File: src/rtl/uart_pkg.sv
// Shared types and constants for the UART transmit port.
package uart_pkg;

  localparam int UART_DATA_BITS = 8;

  localparam int OVF_BIT   = 3;
  localparam int BUSY_BIT  = 2;
  localparam int FULL_BIT  = 1;
  localparam int EMPTY_BIT = 0;

  typedef enum logic [2:0] {
    IDLE   = 3'd0,
    START  = 3'd1,
    DATA   = 3'd2,
    PARITY = 3'd3,
    STOP   = 3'd4
  } tx_state_e;

  // Even parity of a data byte (XOR of all bits).
  function automatic logic even_parity(input logic [UART_DATA_BITS-1:0] b);
    return ^b;
  endfunction

endpackage

File: src/rtl/uart_tx_fifo.sv
// Synchronous FIFO buffering bytes ahead of the UART shifter.
// DEPTH must be a power of two so the pointers wrap naturally.
module uart_tx_fifo #(
  parameter int DEPTH = 4,
  parameter int WIDTH = 8
) (
  input  logic                   clk,
  input  logic                   reset,
  input  logic                   push,
  input  logic                   pop,
  input  logic [WIDTH-1:0]       din,
  output logic [WIDTH-1:0]       dout,
  output logic                   empty,
  output logic                   full,
  output logic [$clog2(DEPTH):0] count
);

  localparam int AW = $clog2(DEPTH);
  localparam int CW = AW + 1;

  logic [WIDTH-1:0] mem_q [DEPTH];
  logic [WIDTH-1:0] mem_d [DEPTH];
  logic [AW-1:0]    wr_ptr_q, wr_ptr_d;
  logic [AW-1:0]    rd_ptr_q, rd_ptr_d;
  logic [CW-1:0]    count_q, count_d;
  logic             push_ok, pop_ok;

  assign empty = (count_q == CW'(0));
  assign full  = (count_q == CW'(DEPTH));
  assign count = count_q;
  assign dout  = mem_q[rd_ptr_q];

  // Next pointers, count and storage; full/empty are the pre-edge flags.
  always_comb begin
    push_ok  = push && !full;
    pop_ok   = pop && !empty;
    mem_d    = mem_q;
    wr_ptr_d = wr_ptr_q;
    rd_ptr_d = rd_ptr_q;
    count_d  = count_q;
    if (push_ok) begin
      mem_d[wr_ptr_q] = din;
      wr_ptr_d        = wr_ptr_q + AW'(1);
    end else begin
      wr_ptr_d = wr_ptr_q;
    end
    if (pop_ok) begin
      rd_ptr_d = rd_ptr_q + AW'(1);
    end else begin
      rd_ptr_d = rd_ptr_q;
    end
    case ({push_ok, pop_ok})
      2'b10:   count_d = count_q + CW'(1);
      2'b01:   count_d = count_q - CW'(1);
      default: count_d = count_q;
    endcase
  end

  // Pointer and count registers.
  always_ff @(posedge clk) begin
    if (reset) begin
      wr_ptr_q <= AW'(0);
      rd_ptr_q <= AW'(0);
      count_q  <= CW'(0);
    end else begin
      wr_ptr_q <= wr_ptr_d;
      rd_ptr_q <= rd_ptr_d;
      count_q  <= count_d;
    end
  end

  // Storage carries no reset; validity is defined by the pointers.
  always_ff @(posedge clk) begin
    mem_q <= mem_d;
  end

endmodule

File: src/rtl/uart_tx_port.sv
// UART 8N1 transmit port: TX FIFO, baud counter, shift FSM and status byte.
// Define UART_TX_PARITY_EN to insert an even-parity bit between data and stop.
module uart_tx_port
  import uart_pkg::*;
#(
  parameter int BAUD_DIV   = 868,
  parameter int FIFO_DEPTH = 4
) (
  input  logic       clk,
  input  logic       reset,
  input  logic       wr_en,
  input  logic [7:0] din,
  input  logic       ovf_clr,
  output logic       tx,
  output logic [7:0] status
);

  localparam int          CW        = $clog2(FIFO_DEPTH) + 1;
  localparam logic [15:0] BAUD_LAST = 16'(BAUD_DIV - 1);

  tx_state_e                 state_q, state_d;
  logic [15:0]               baud_q, baud_d;
  logic [2:0]                bit_idx_q, bit_idx_d;
  logic [UART_DATA_BITS-1:0] shreg_q, shreg_d;
  logic                      tx_q, tx_d;
  logic                      ovf_q, ovf_d;
  logic                      fifo_pop, fifo_empty, fifo_full;
  logic [UART_DATA_BITS-1:0] fifo_dout;
  logic [CW-1:0]             fifo_count;
  logic                      bit_end, have_data;
`ifdef UART_TX_PARITY_EN
  logic                      parity_q, parity_d;
`endif

  uart_tx_fifo #(
    .DEPTH (FIFO_DEPTH),
    .WIDTH (UART_DATA_BITS)
  ) u_fifo (
    .clk   (clk),
    .reset (reset),
    .push  (wr_en),
    .pop   (fifo_pop),
    .din   (din),
    .dout  (fifo_dout),
    .empty (fifo_empty),
    .full  (fifo_full),
    .count (fifo_count)
  );

  assign bit_end   = (baud_q == BAUD_LAST);
  assign have_data = (fifo_count != CW'(0));
  assign tx        = tx_q;

  // Frame sequencing: baud counter, bit index, shifter and FIFO pops.
  always_comb begin
    state_d   = state_q;
    baud_d    = bit_end ? 16'd0 : baud_q + 16'd1;
    bit_idx_d = bit_idx_q;
    shreg_d   = shreg_q;
    fifo_pop  = 1'b0;
    case (state_q)
      IDLE: begin
        baud_d    = 16'd0;
        bit_idx_d = 3'd0;
        if (have_data) begin
          fifo_pop = 1'b1;
          shreg_d  = fifo_dout;
          state_d  = START;
        end else begin
          state_d = IDLE;
        end
      end
      START: begin
        if (bit_end) state_d = DATA;
        else         state_d = START;
      end
      DATA: begin
        if (bit_end) begin
          shreg_d   = {1'b0, shreg_q[UART_DATA_BITS-1:1]};
          bit_idx_d = bit_idx_q + 3'd1;
`ifdef UART_TX_PARITY_EN
          if (bit_idx_q == 3'd7) state_d = PARITY;
`else
          if (bit_idx_q == 3'd7) state_d = STOP;
`endif
          else                   state_d = DATA;
        end else begin
          state_d = DATA;
        end
      end
`ifdef UART_TX_PARITY_EN
      PARITY: begin
        if (bit_end) state_d = STOP;
        else         state_d = PARITY;
      end
`endif
      STOP: begin
        if (bit_end && have_data) begin
          fifo_pop = 1'b1;
          shreg_d  = fifo_dout;
          state_d  = START;
        end else if (bit_end) begin
          state_d = IDLE;
        end else begin
          state_d = STOP;
        end
      end
      default: state_d = IDLE;
    endcase
  end

`ifdef UART_TX_PARITY_EN
  // Parity is captured together with the byte it protects.
  always_comb begin
    if (fifo_pop) parity_d = even_parity(fifo_dout);
    else          parity_d = parity_q;
  end
`endif

  // tx mirrors the current state one cycle later so it leaves a flop directly.
  always_comb begin
    case (state_q)
      START:   tx_d = 1'b0;
      DATA:    tx_d = shreg_q[0];
`ifdef UART_TX_PARITY_EN
      PARITY:  tx_d = parity_q;
`endif
      default: tx_d = 1'b1;
    endcase
  end

  // An overflowing write wins over a simultaneous clear.
  always_comb begin
    if (wr_en && fifo_full) ovf_d = 1'b1;
    else if (ovf_clr)       ovf_d = 1'b0;
    else                    ovf_d = ovf_q;
  end

  // Status byte for the read-side mux.
  always_comb begin
    status            = 8'h00;
    status[OVF_BIT]   = ovf_q;
    status[BUSY_BIT]  = (state_q != IDLE);
    status[FULL_BIT]  = fifo_full;
    status[EMPTY_BIT] = fifo_empty;
  end

  // State registers.
  always_ff @(posedge clk) begin
    if (reset) begin
      state_q   <= IDLE;
      baud_q    <= 16'd0;
      bit_idx_q <= 3'd0;
      shreg_q   <= {UART_DATA_BITS{1'b0}};
      tx_q      <= 1'b1;
      ovf_q     <= 1'b0;
`ifdef UART_TX_PARITY_EN
      parity_q  <= 1'b0;
`endif
    end else begin
      state_q   <= state_d;
      baud_q    <= baud_d;
      bit_idx_q <= bit_idx_d;
      shreg_q   <= shreg_d;
      tx_q      <= tx_d;
      ovf_q     <= ovf_d;
`ifdef UART_TX_PARITY_EN
      parity_q  <= parity_d;
`endif
    end
  end

endmodule

File: config.mk
export PLATFORM = sky130hd
export DESIGN_NAME = uart_tx_port
export DESIGN_NICKNAME = d
export VERILOG_FILES = /design/src/rtl/uart_pkg.sv /design/src/rtl/uart_tx_fifo.sv /design/src/rtl/uart_tx_port.sv
export SDC_FILE = /design/constraint.sdc
export NUM_CORES = 1
export LEC_CHECK = 0
export BUFFER_PORTS_ARGS = -buffer_cell sky130_fd_sc_hd__buf_2
export CAP_MARGIN = 40
export CORE_AREA = 3 3 105 107
export CTS_BUF_LIST = sky130_fd_sc_hd__clkbuf_4 sky130_fd_sc_hd__clkbuf_8
export DETAILED_ROUTE_END_ITERATION = 6
export DIE_AREA = 0 0 108 110
export PLACE_DENSITY = 0.53
export REMOVE_ABC_BUFFERS = 1
export SLEW_MARGIN = 25
export SYNTH_ARGS = -nofsm -noshare
export SYNTH_HDL_FRONTEND = slang
export SYNTH_HIERARCHICAL = 1
export SYNTH_SLANG_ARGS = --single-unit
File: constraint.sdc
create_clock -name clk -period 7.3 [get_ports clk]
set_input_delay 0.365 -clock clk [delete_from_list [all_inputs] [get_ports clk]]
set_output_delay 0.365 -clock clk [all_outputs]
set_load 0.05 [all_outputs]
After elaboration in Yosys (flattened, before gate mapping)
Cells that the tools add are included.

word-level totals
  register bits = 71
  input bits = 12

cells by class
  add/subtract/negate cells = 6
  magnitude comparators = 3
  eq/ne operators = 11
  muxes and demuxes = 26
  bitwise logic cells = 2
  reduce and logical (&&, ||, !) cells = 18

operators with widths
  cell                                                       number
  2-to-1 mux 8 bit                                           6
  bitwise mux 32 bit                                         1
  case mux 8 bit (3 select lines)                            1
  adder 16 x 1 -> 16 bit (second input constant)             1
  binary-select mux 8 bit (select 2 bit)                     1
  demux 8 bit (select 2 bit)                                 1
  equality test 16 x 10 -> 1 bit (second input constant)     1
  2-to-1 mux 3 bit                                           5
  case mux 3 bit (2 select lines)                            2
  case mux 3 bit (4 select lines)                            1
  equality test 3 bit (second input constant)                3
  nonzero test 3 bit                                         3
  adder 3 x 1 -> 3 bit (second input constant)               2
  greater-or-equal comparator 3 bit (second input constant)  2
  logical NOT 3 bit                                          2
  inequality test 2 bit (second input constant)              3
  NOT 2 -> 3 bit                                             2
  nonzero test 2 bit                                         3
  logical AND 1 bit                                          5
  2-to-1 mux 1 bit                                           5
  adder 2 x 1 -> 2 bit (second input constant)               2
  case mux 1 bit (2 select lines)                            2
  AND reduction 4 bit                                        1
  equality test 3 x 1 -> 1 bit (second input constant)       1
  9 further kinds                                            10

Longest topological paths before layout
  depth in word-level cells = 7
  mapped depth = 12
  mapped depth without buffers = 12

Cells and area by module
Netlist, hierarchy kept.

by module, submodules not included
  module        times used  cells each  area each (um^2)
  uart_tx_port  1           174         1647.8
  uart_tx_fifo  1           92          1586.5

Worst setup path after synthesis
No wires, ideal clock.

  kind = flip-flop to flip-flop
  start point = reg baud_q[0]
  end point = reg u_fifo.count_q[2], in the netlist u_fifo/count[2]
  setup time = 0.070 ns
  data arrival time = 2.493 ns
  required time = 7.230 ns
  setup slack = 4.737 ns
  cell stages (with the launch flop) = 13
  buffers on the path = 0
  clock period less this slack = 2.563 ns
  cells stage by stage = dfxtp_1 ha_1 and3_2 nand4_4 a21oi_1 o31ai_1 inv_1 ha_1 inv_1 fa_1 xor2_1 or3_1 a21oi_1

between the ends
  word-level cells in the longest chain between the ends = 7
  elaborated cells on any way between the ends = 9
  classes of those cells = eq/ne: 3; mux: 3; reduce/logical: 3

ends and longest elaborated chain
  element                                                                       RTL line             text
  start: declaration                                                            uart_tx_port.sv:22   logic [15:0] baud_q, baud_d;
  start signal: assignment                                                      uart_tx_port.sv:162  baud_q <= baud_d;
  equality test 16 x 10 -> 1 bit (*)                                            uart_tx_port.sv:50   assign bit_end = (baud_q == BAUD_LAST);
  logical AND 1 bit (*)                                                         uart_tx_port.sv:98   if (bit_end && have_data) begin
  2-to-1 mux 1 bit (*)                                                          uart_tx_port.sv:98
  case mux 1 bit (2 select lines) (*)                                           uart_tx_port.sv:61   case (state_q)
  named net fifo_pop                                                            uart_tx_port.sv:27   logic fifo_pop, fifo_empty, fifo_full;
  logical AND 1 bit (*)                                                         uart_tx_fifo.sv:36   pop_ok = pop && !empty;
  named net u_fifo.pop_ok                                                       uart_tx_fifo.sv:26   logic push_ok, pop_ok;
  equality test 2 x 1 -> 1 bit / equality test 2 bit (equally long branches)    uart_tx_fifo.sv:52   case ({push_ok, pop_ok})
  case mux 3 bit (2 select lines) / nonzero test 2 bit (equally long branches)  --
  end signal: assignment                                                        uart_tx_fifo.sv:68   count_q <= count_d;
  end: declaration                                                              uart_tx_fifo.sv:25   logic [CW-1:0] count_q, count_d;

Mark *: on every way through the listed nets, which the timed path passes. The rest lies on a longest branch.
A chain may end at the register's enable or synchronous reset.

Final worst setup path
Same ends and word-level chain as after synthesis.

==> flow_summary.ini <==
[floorplanning]
start_util_pct = 31.6
placement_rows = 37
floorplan.core_area_um2 = 10200
die-area_um2 = 11900
dieHeight_um = 110
boundaryPins = 21
die_x_um = 108

[cts]
clockBufferDepth = 2
cts-buffers-inserted = 9
post_cts_resize_count = 0
cts_num_sinks = 71
cts_tree = yes
h-tree-depth = 3
clock_tree_root_driver_cell = sky130_fd_sc_hd__clkbuf_8
hold_buffers = 0
clock_insertion_delay_worst_skew_ns = 0.35
clk_transition_reported_paths_ns = 0.08
postCtsSetupBuffers = 0

[sta]
grt_setup_unrepaired = no
final-max-slew-violation-count = 0
timing_worst_slew_pin_value_ns = 0.672
fmaxAchievable_mhz = 351
fin_setup_tns_ns = 0
final.min_clock_period_ns = 2.85
finalHoldViolCount = 0
maximum_clock_skew_at_final_layout_ns = 0.0154
holdWs_ns = 0.232
relSlewSlack_pct = 55.2
timing.final.crit_share_pct = 39.0
finalSetupViolations = 0

[job]
drv.max_cap_violation_count = 0

[global_routing]
first_global_vias = 1944
antenna_violations_before_repair = 0
grt_overflow = 0
groute.usage.overall_pct = 10.4
grt_max_degree = 27
grt_first_pass_wirelength_um = 9560

[critical_path]
cp_slowest_stage_delay_ns = 0.37
worstSetupPathType = register to register
critical_path.n_buffers_inverters = 2
critical_path.startpoint_type = register
path_cells = ha_1 -> and3_2 -> nand4_4 -> a21oi_1 -> o31ai_1 -> inv_1 -> ha_1 -> inv_1 -> fa_1 -> xor2_1 -> or3_1 -> a21oi_1
cpMaxStageDelayCell = sky130_fd_sc_hd__dfxtp_1
critPathCaptureType = register
path_delay_family = adder cells
timing.critical_path.arrival_ns = 3.12
critical_path_maximum_fanout = 10
critPathRequiredTime_ns = 7.57

[pwr]
worst_ir_drop_vdd_uv = 121
cellLeakagePower_uw = 0.00125
power.density_cell_area_nw_per_um2 = 323

[synth]
async_reset_ff_share_pct = 0
synth.top_cells.by_area = sky130_fd_sc_hd__edfxtp_1 (30%), sky130_fd_sc_hd__dfxtp_1 (24%), sky130_fd_sc_hd__mux4_2 (5.6%), sky130_fd_sc_hd__nor2_1 (3.5%), sky130_fd_sc_hd__xor2_1 (3.2%)
post_synth_instance_area_um2 = 3230
synth-compound-area-share_pct = 8.51
synth_enable_flop_cells = 32
post_synth.cell_area_avg_um2 = 12.2
synth-main-ff-cell = sky130_fd_sc_hd__dfxtp_1
post-synth-top-area-fraction_pct = 29.7
simple_gate_fraction_of_synth_area_pct = 15.7
ys.warnings.count = 6
synth.area.mux_share_pct = 8.05
post_synth_num_cell_types = 47
yosysSeqAreaShare_pct = 53.8
yosys.area_share.xor_xnor_pct = 4.60
adder_and_majority_gate_portion_of_the_synthesized_area_pct = 3.71
netlist.top_cell.by_area = sky130_fd_sc_hd__edfxtp_1
cells_after_synthesis = 266
synth.ff_latch_count = 71
dominant_combinational_cell_family_by_area_after_synthesis = simple AND/OR/NAND/NOR gates

[cells_and_area]
utilization_pct = 34.7
finalNetCount = 299
final_cell_mix = sky130_fd_sc_hd__dfxtp_1 (39), sky130_fd_sc_hd__edfxtp_1 (32), sky130_fd_sc_hd__nor2_1 (30)
fin_cells = 419
insertedDiodeCount = 0
area.growth.synth_to_final_pct = 9.79
commonest_non_fill_non_tap_cell_in_the_layout = sky130_fd_sc_hd__dfxtp_1
fraction_of_final_layout_cells_with_drive_strength_greater_than_1_pct = 18.7

[routing]
via_per_inst = 4.65
drt-initial-drc-count = 89
wl_per_cell_um = 13.2
via_count = 1947
postRouteAntennaNets = 0
drt_wl_total_um = 5520
detail_route.drc_violations = 0
total_iterations_of_the_first_detailed_routing_run = 4

[status]
result_of_the_run = finished, final reports clean

[placement]
io_buffer_count = 16
place.gp.congestion = 0.753
dp_cells = 403
detailed_place_hpwl_um = 3680

[min_path]
worst_hold_path_type = primary input to register
-- area by class of cell --
class	instances	area (um2)
multi-input cells	170	1330
flip-flops and latches	71	1740
clock buffers	9	124
clock inverters	7	71.3
inverters	10	37.5
fillers	1032	6680
well taps	136	170
repair buffers	16	80.1
-- layer usage --
layer | routed length [um] | track usage (%) | up-vias
met5 | 0 | 0 | -
met3 | 177 | 3.20 | 4
li1 | - | - | 980
met2 | 2540 | 16.5 | 32
met4 | 43 | 4.60 | 0
met1 | 2760 | 13.2 | 931
-- cell families after synthesis --
logic type,after synthesis
AO/OA/AOI/OAI,38
XOR/XNOR,17
adder cells (fa/ha/maj),9
buffers and inverters,28
flip-flops,71
multiplexers,16
other,1
AND/OR/NAND/NOR,86
-- final timing paths --
path                            slack, ns               end      start  cells after the start
worst max-delay path                 4.45   u_fifo/count[2]  baud_q[0]                     12
worst min register to register       0.47         baud_q[0]  baud_q[0]                      1
worst min-delay path                 0.23  u_fifo/mem_q[13]     din[5]                      1
worst max register to register       4.45   u_fifo/count[2]  baud_q[0]                     12
-- synthesized netlist by cell type (all sizes together) (3+ instances only) --
master	n
a21oi	18
a22oi	3
a311oi	7
and2	4
and3	4
buf	12
clkbuf	6
dfxtp	39
edfxtp	32
ha	8
inv	10
mux2i	8
mux4	8
nand2	8
nand2b	5
nand3	10
nand4	3
nor2	30
nor3	9
o21ai	5
or3	4
xnor2	5
xor2	12
-- flip-flops by register name, indices dropped and copies added (netlist names), 2 cells and up --
| register | flops |
|---|---|
| state_q | 3 |
| u_fifo/wr_ptr_q | 2 |
| u_fifo/rd_ptr_q | 2 |
| u_fifo/count | 3 |
| baud_q | 16 |
| shreg_q | 8 |
| u_fifo/mem_q | 32 |
| bit_idx_q | 3 |
-- report_power, final --
part	internal, uW	switching (uW)	leakage, uW
combinational	129	185	0.000546
sequential	470	52.4	0.000611
clock	157	154	0.0000894
-- stage by stage --
step / total power [uW] / instance area, um2 / worst slack [ns]
after floorplan: 774 / 3110 / 4.61
after global placement: 843 / 3360 / 4.60
after detailed placement: 845 / 3360 / 4.48
after CTS: 1160 / 3550 / 4.47
after global routing: 1220 / 3550 / 4.23
final: 1150 / 3550 / 4.45
No activity file was read; power rests on OpenSTA's default activity.
